<file path="src/rtl/coprime_gcd_seq_pkg.sv">
// coprime_pkg: shared FSM state type and latency bound for the coprime checker
package coprime_pkg;
  typedef enum logic [1:0] {IDLE, BUSY, DONE} state_t;
  function automatic int gcd_max_cycles(input int w);
    return 2 * w + 1;
  endfunction
endpackage

</file>
<file path="src/rtl/coprime_gcd_seq_gcd_step.sv">
// gcd_step: one combinational binary (Stein) gcd iteration
module gcd_step #(
  parameter int W  = 8,
  parameter int KW = $clog2(W + 1)
) (
  input  logic [W-1:0]  a,
  input  logic [W-1:0]  b,
  input  logic [KW-1:0] k,
  output logic [W-1:0]  na,
  output logic [W-1:0]  nb,
  output logic [KW-1:0] nk,
  output logic          done,
  output logic [W-1:0]  g
);
  logic ae, be, ge;
  assign ae   = ~a[0];
  assign be   = ~b[0];
  assign ge   = a >= b;
  assign done = a == '0 || b == '0;
  assign g    = (a | b) << k;
  assign na   = done ? a : ae ? a >> 1 : be ? a : ge ? (a - b) >> 1 : a;
  assign nb   = done ? b : (ae && be) ? b >> 1 : ae ? b : be ? b >> 1 : ge ? b : (b - a) >> 1;
  assign nk   = (!done && ae && be) ? k + 1'b1 : k;
endmodule

</file>
<file path="src/rtl/coprime_gcd_seq.sv">
// coprime_gcd_seq: handshaked sequential gcd and coprimality checker
module coprime_gcd_seq
  import coprime_pkg::*;
#(
  parameter int W         = 8,
  parameter bit LEGACY_EQ = 1'b1
) (
  input  logic         clk,
  input  logic         rst,
  input  logic         in_valid,
  output logic         in_ready,
  input  logic [W-1:0] in_a,
  input  logic [W-1:0] in_b,
  output logic         out_valid,
  input  logic         out_ready,
  output logic [W-1:0] out_gcd,
  output logic         out_coprime
);
  localparam int KW = $clog2(W + 1);
  state_t        state;
  logic [W-1:0]  a, b, ca, cb, na, nb, g;
  logic [KW-1:0] k, nk;
  logic          done;
  gcd_step #(.W(W), .KW(KW)) u_step (
    .a(a), .b(b), .k(k), .na(na), .nb(nb), .nk(nk), .done(done), .g(g)
  );
  // control FSM: capture operands, iterate one Stein step per cycle, hold result until taken
  always_ff @(posedge clk) begin
    if (rst) begin
      state       <= IDLE;
      in_ready    <= 1'b1;
      out_valid   <= 1'b0;
      out_gcd     <= '0;
      out_coprime <= 1'b0;
      a           <= '0;
      b           <= '0;
      ca          <= '0;
      cb          <= '0;
      k           <= '0;
    end else begin
      case (state)
        IDLE: if (in_valid) begin
          a        <= in_a;
          b        <= in_b;
          ca       <= in_a;
          cb       <= in_b;
          k        <= '0;
          in_ready <= 1'b0;
          state    <= BUSY;
        end
        BUSY: if (done) begin
          out_gcd     <= g;
          out_coprime <= g == W'(1) && ca != '0 && cb != '0 && !(LEGACY_EQ && ca == cb);
          out_valid   <= 1'b1;
          state       <= DONE;
        end else begin
          a <= na;
          b <= nb;
          k <= nk;
        end
        DONE: if (out_ready) begin
          out_valid <= 1'b0;
          in_ready  <= 1'b1;
          state     <= IDLE;
        end
        default: begin
          out_valid <= 1'b0;
          in_ready  <= 1'b1;
          state     <= IDLE;
        end
      endcase
    end
  end
endmodule

</file>
<file path="config.mk">
export PLATFORM = sky130hd
export DESIGN_NAME = coprime_gcd_seq
export DESIGN_NICKNAME = d
export VERILOG_FILES = /design/src/rtl/coprime_gcd_seq_pkg.sv /design/src/rtl/coprime_gcd_seq_gcd_step.sv /design/src/rtl/coprime_gcd_seq.sv
export SDC_FILE = /design/constraint.sdc
export NUM_CORES = 1
export LEC_CHECK = 0
export ABC_CLOCK_PERIOD_IN_PS = 2600
export CORE_ASPECT_RATIO = 1.75
export CORE_UTILIZATION = 45
export CTS_BUF_LIST = sky130_fd_sc_hd__clkbuf_8
export DETAILED_ROUTE_END_ITERATION = 10
export GPL_TIMING_DRIVEN = 0
export PLACE_DENSITY_LB_ADDON = 0.2
export SLEW_MARGIN = 20
export SYNTH_ARGS = -nofsm -noshare
export SYNTH_HDL_FRONTEND = slang
export SYNTH_SLANG_ARGS = --single-unit
</file>
<file path="constraint.sdc">
create_clock -name clk -period 2.6 [get_ports clk]
set_clock_uncertainty 0.2 [all_clocks]
set_input_delay 0.52 -clock clk [delete_from_list [all_inputs] [get_ports clk]]
set_output_delay 0.52 -clock clk [all_outputs]
set_load 0.05 [all_outputs]
</file>
==> summary.md <==
| Metric | Value |
|---|---|
| Setup crit start | b[7] |
| Syn Nets | 466 |
| Peak Freq | 0.3793 GHz |
| Critical R2R Capture | a[6] |
| Critical Path RT | 2640 ps |
| Diode count | 0 |
| Die ar. | 7959 sq um |
| Pre-CTS WS | -292.1 ps |
| First-pass iteration count of the detailed router | 4 |
| Worst Hold Endpoint | ca[7] |
| CTS tree | done |
| Yosys reg bits | 49 |
| Clk_lat worst skew | 320 ps |
| Mapped Cells | 419 |
| DP Wirelength | 8.174 mm |
| Final WL | 10.70 mm |
| Final hold vios | 0 |
| Fin crit share | 101.4% |
| Netlist cell types | 52 |
| Tot GR Track Use | between 20% and 30% |
| Top_reg_cell synth | dfxtp_1 |
| # rows | ~40 |
| Worst reg-to-reg setup slack | -40 ps |
| Area delta synth->final | 25.41% |
| DRC Markers | 0 |
| R2R depth | 10 |
| TritonCTS buffer count | 5 |
| Crit Path Max Fanout | 5 |
| Core Box Area | 7284 sq um |
| Final Max Slew Viols | 0 |
| WL/cell | 19.17 um |
| # fillers | 657 |
| Final core utilization | 58.83% |
| Post-synthesis average cell area | 8.155 sq um |
| Slew HR | 54.29% |
| Yosys Warn Count | 0 |
| Vias per cell | 6.047 |
| Async S/R FF share, synth | 0% |
| Initial Utilization | 46.91% |
| Setup crit end kind | flop |
| Cell count of the worst hold path | 2 |
| Status | finished with violations |
| RD Place Congestion | 0.9465 |
| HP Class | flop to flop |
| Top Ports | 31 |
| Post-synthesis sequential area ratio | 28.71% |
| Via count | 3374 |
| Worst-path clk slew | 100 ps |
| Worst IR Drop VDD | just over 0.8 mV |
| Die X | 67.87 um |
| Hold Startpoint | ca[7] |
| Clock sinks | 49 |
| Crit Path Class | flop to flop |
| Non-Filler Instances | 558 |
| First-pass GRT wire length | between 15 and 20 mm |
| Startpoint Class | flop |
| Antenna violations before repair | 0 |
| Fin Hold WS | 287.2 ps |
| Vias in the first global route | about 3200 |
| Slew @ Worst Pin | roughly 700 ps |
| Iter 0 DRT Violations | 156 |
| Max-cap viol count | 0 |
| CP max stage delay | ~380 ps |
| IO buf count | 30 |
| Critical path, cell by cell | inv_1 -> ha_1 -> nor4_4 -> o41ai_2 -> and3_4 -> buf_8 -> a221oi_4 -> buf_6 -> o211ai_1 -> o32ai_2 |
| Slowest-stage cell, CP | dfxtp_1 |
| Finished Cell Area | around 4300 sq um |
| Reg-to-Reg Start | b[7] |
| Final Setup Violations | 4 |
| Die Height | 117.3 um |
| Nets | roughly 520 |
| RSZ-0062 raised after global routing | yes |
| CTS max path bufs | 2 |
| Post-route ant nets | 0 |
| GRT overflow | 0 |
| Largest net degree at the start of global routing | 16 |
| Share of layout cells above drive strength 1 | 18.64% |
| H-tree depth | 2 |
| Min cycle time layout | 2636 ps |
| Pwr dens | ~1300 nW/um^2 |
| Dpl cells | between 500 and 600 |
| Placed inst area | slightly below 4000 sq um |
| CTS root buf | clkbuf_8 |
| Crit path DAT | 2680 ps |
| Area of the mapped netlist | 3417 sq um |
| Post-synth EDFFs | 0 |
| Fin worst setup slack | -36.25 ps |
| Total leakage power | roughly 1.5 nW |
| Violated checks | negative setup slack |
## cells in the final DEF (no fill, tap or decap), types with 4 or more instances in the layout
master and n:
clkbuf_1 13, nor4_1 10, nor2_1 28, o31ai_1 9, a221oi_1 4, ha_4 4
nor3_1 11, inv_1 20, buf_6 7, xnor2_1 18, a31oi_1 5, ha_1 21
clkdlybuf4s50_1 30, nand2b_1 6, a21oi_1 42, nand2_1 46, mux2i_1 12, buf_4 13
a221oi_2 4, dfxtp_4 8, buf_2 5, dfxtp_1 35, dfxtp_2 6, o21ai_0 20
nor2b_1 9, a211oi_1 7, clkbuf_8 5, inv_2 4, nand3_1 11
## final cells by class
class | count | area [sq um] | share of cell area, %
well taps | 86 | 107.6 | 2.511
repair buffers | 46 | 439.2 | 10.25
flip-flops and latches | 49 | 1018 | 23.77
clock inverters | 3 | 42.54 | 0.9927
inverters | 24 | 97.59 | 2.277
clock buffers | 5 | 68.82 | 1.606
multi-input cells | 319 | 2347 | 54.77
plain buffers | 26 | 163.9 | 3.825
## cells in the mapped netlist (9+ instances only)
master    instances  area share [%]
o31ai_1          10             2.2
nor2_1           29             3.2
a21oi_1          43             6.3
nor2b_1           9             1.6
ha_1             25             9.2
nor3_1           12             1.8
o21ai_0          21             3.1
nor4_1           10             1.8
dfxtp_1          49              29
nand3_1          11             1.6
clkbuf_1         15             1.6
xnor2_1          18             4.6
inv_1            24             2.6
nand2_1          47             5.2
mux2i_1          12             3.5
## power breakdown
| part | switching (mW) | total (mW) | internal [mW] |
|---|---|---|---|
| clock network | 0.278 | 0.564 | 0.285 |
| logic | 2.11 | 3.84 | 1.73 |
| registers | 0.197 | 1.13 | 0.936 |
## worst max path at each step
stage	end	slack, ps	cells after the start
2_1_floorplan	a[5]	2	11
4_1_cts	b[6]	-30	10
5_1_grt	a[6]	-130	12
3_5_place_dp	a[1]	-290	11
3_3_place_gp	a[1]	-290	9
6_report	a[6]	-40	10
## logic make-up after synthesis
group	after synthesis	share of synthesized area [%]
simple gates	138	19.92
flops	49	28.71
buf+inv	51	6.737
xor+xnor	19	4.870
compound gates	119	23.62
mux	16	5.822
fa+ha+maj	27	10.33
## per-stage QoR
stage	power (mW)	setup TNS, ps
floorplan	3.405	0
global placement	4.143	-2458
detailed placement	4.189	-2588
CTS	4.892	-86.06
global route	5.851	-789.5
finish	5.542	-102.3
## worst max-delay path, delay by kind of cell, from the launching register on
family / cells / cell delay [ps]
AO/OA/AOI/OAI: 4 / 660
buffers and inverters: 3 / 400
flip-flops: 1 / 380
adder cells (fa/ha/maj): 1 / 360
AND/OR/NAND/NOR: 2 / 550
## registers in the layout, indices dropped and copies added (netlist names)
register     flops
k                4
in_ready         1
b                8
a                8
ca               8
out_coprime      1
out_valid        1
out_gcd          8
cb               8
state            2
## layer usage
layer,track usage (%),wire length (um),vias to the layer above
li1,-,-,1611
met1,27.73,3806,1605
met2,51.55,5758,110
met3,4.360,401,48
met4,19.86,729,0
met5,0,0,-
## repair_timing
item                                    4_1_cts  5_1_grt
setup buffers                                 3       11
resized for setup                            18       40
hold buffers                                  0        0
cloned                                        0        2
endpoints found under the setup margin       17       23
pin swaps                                     5       10
Note: power is estimated with default switching activity, not from simulation.
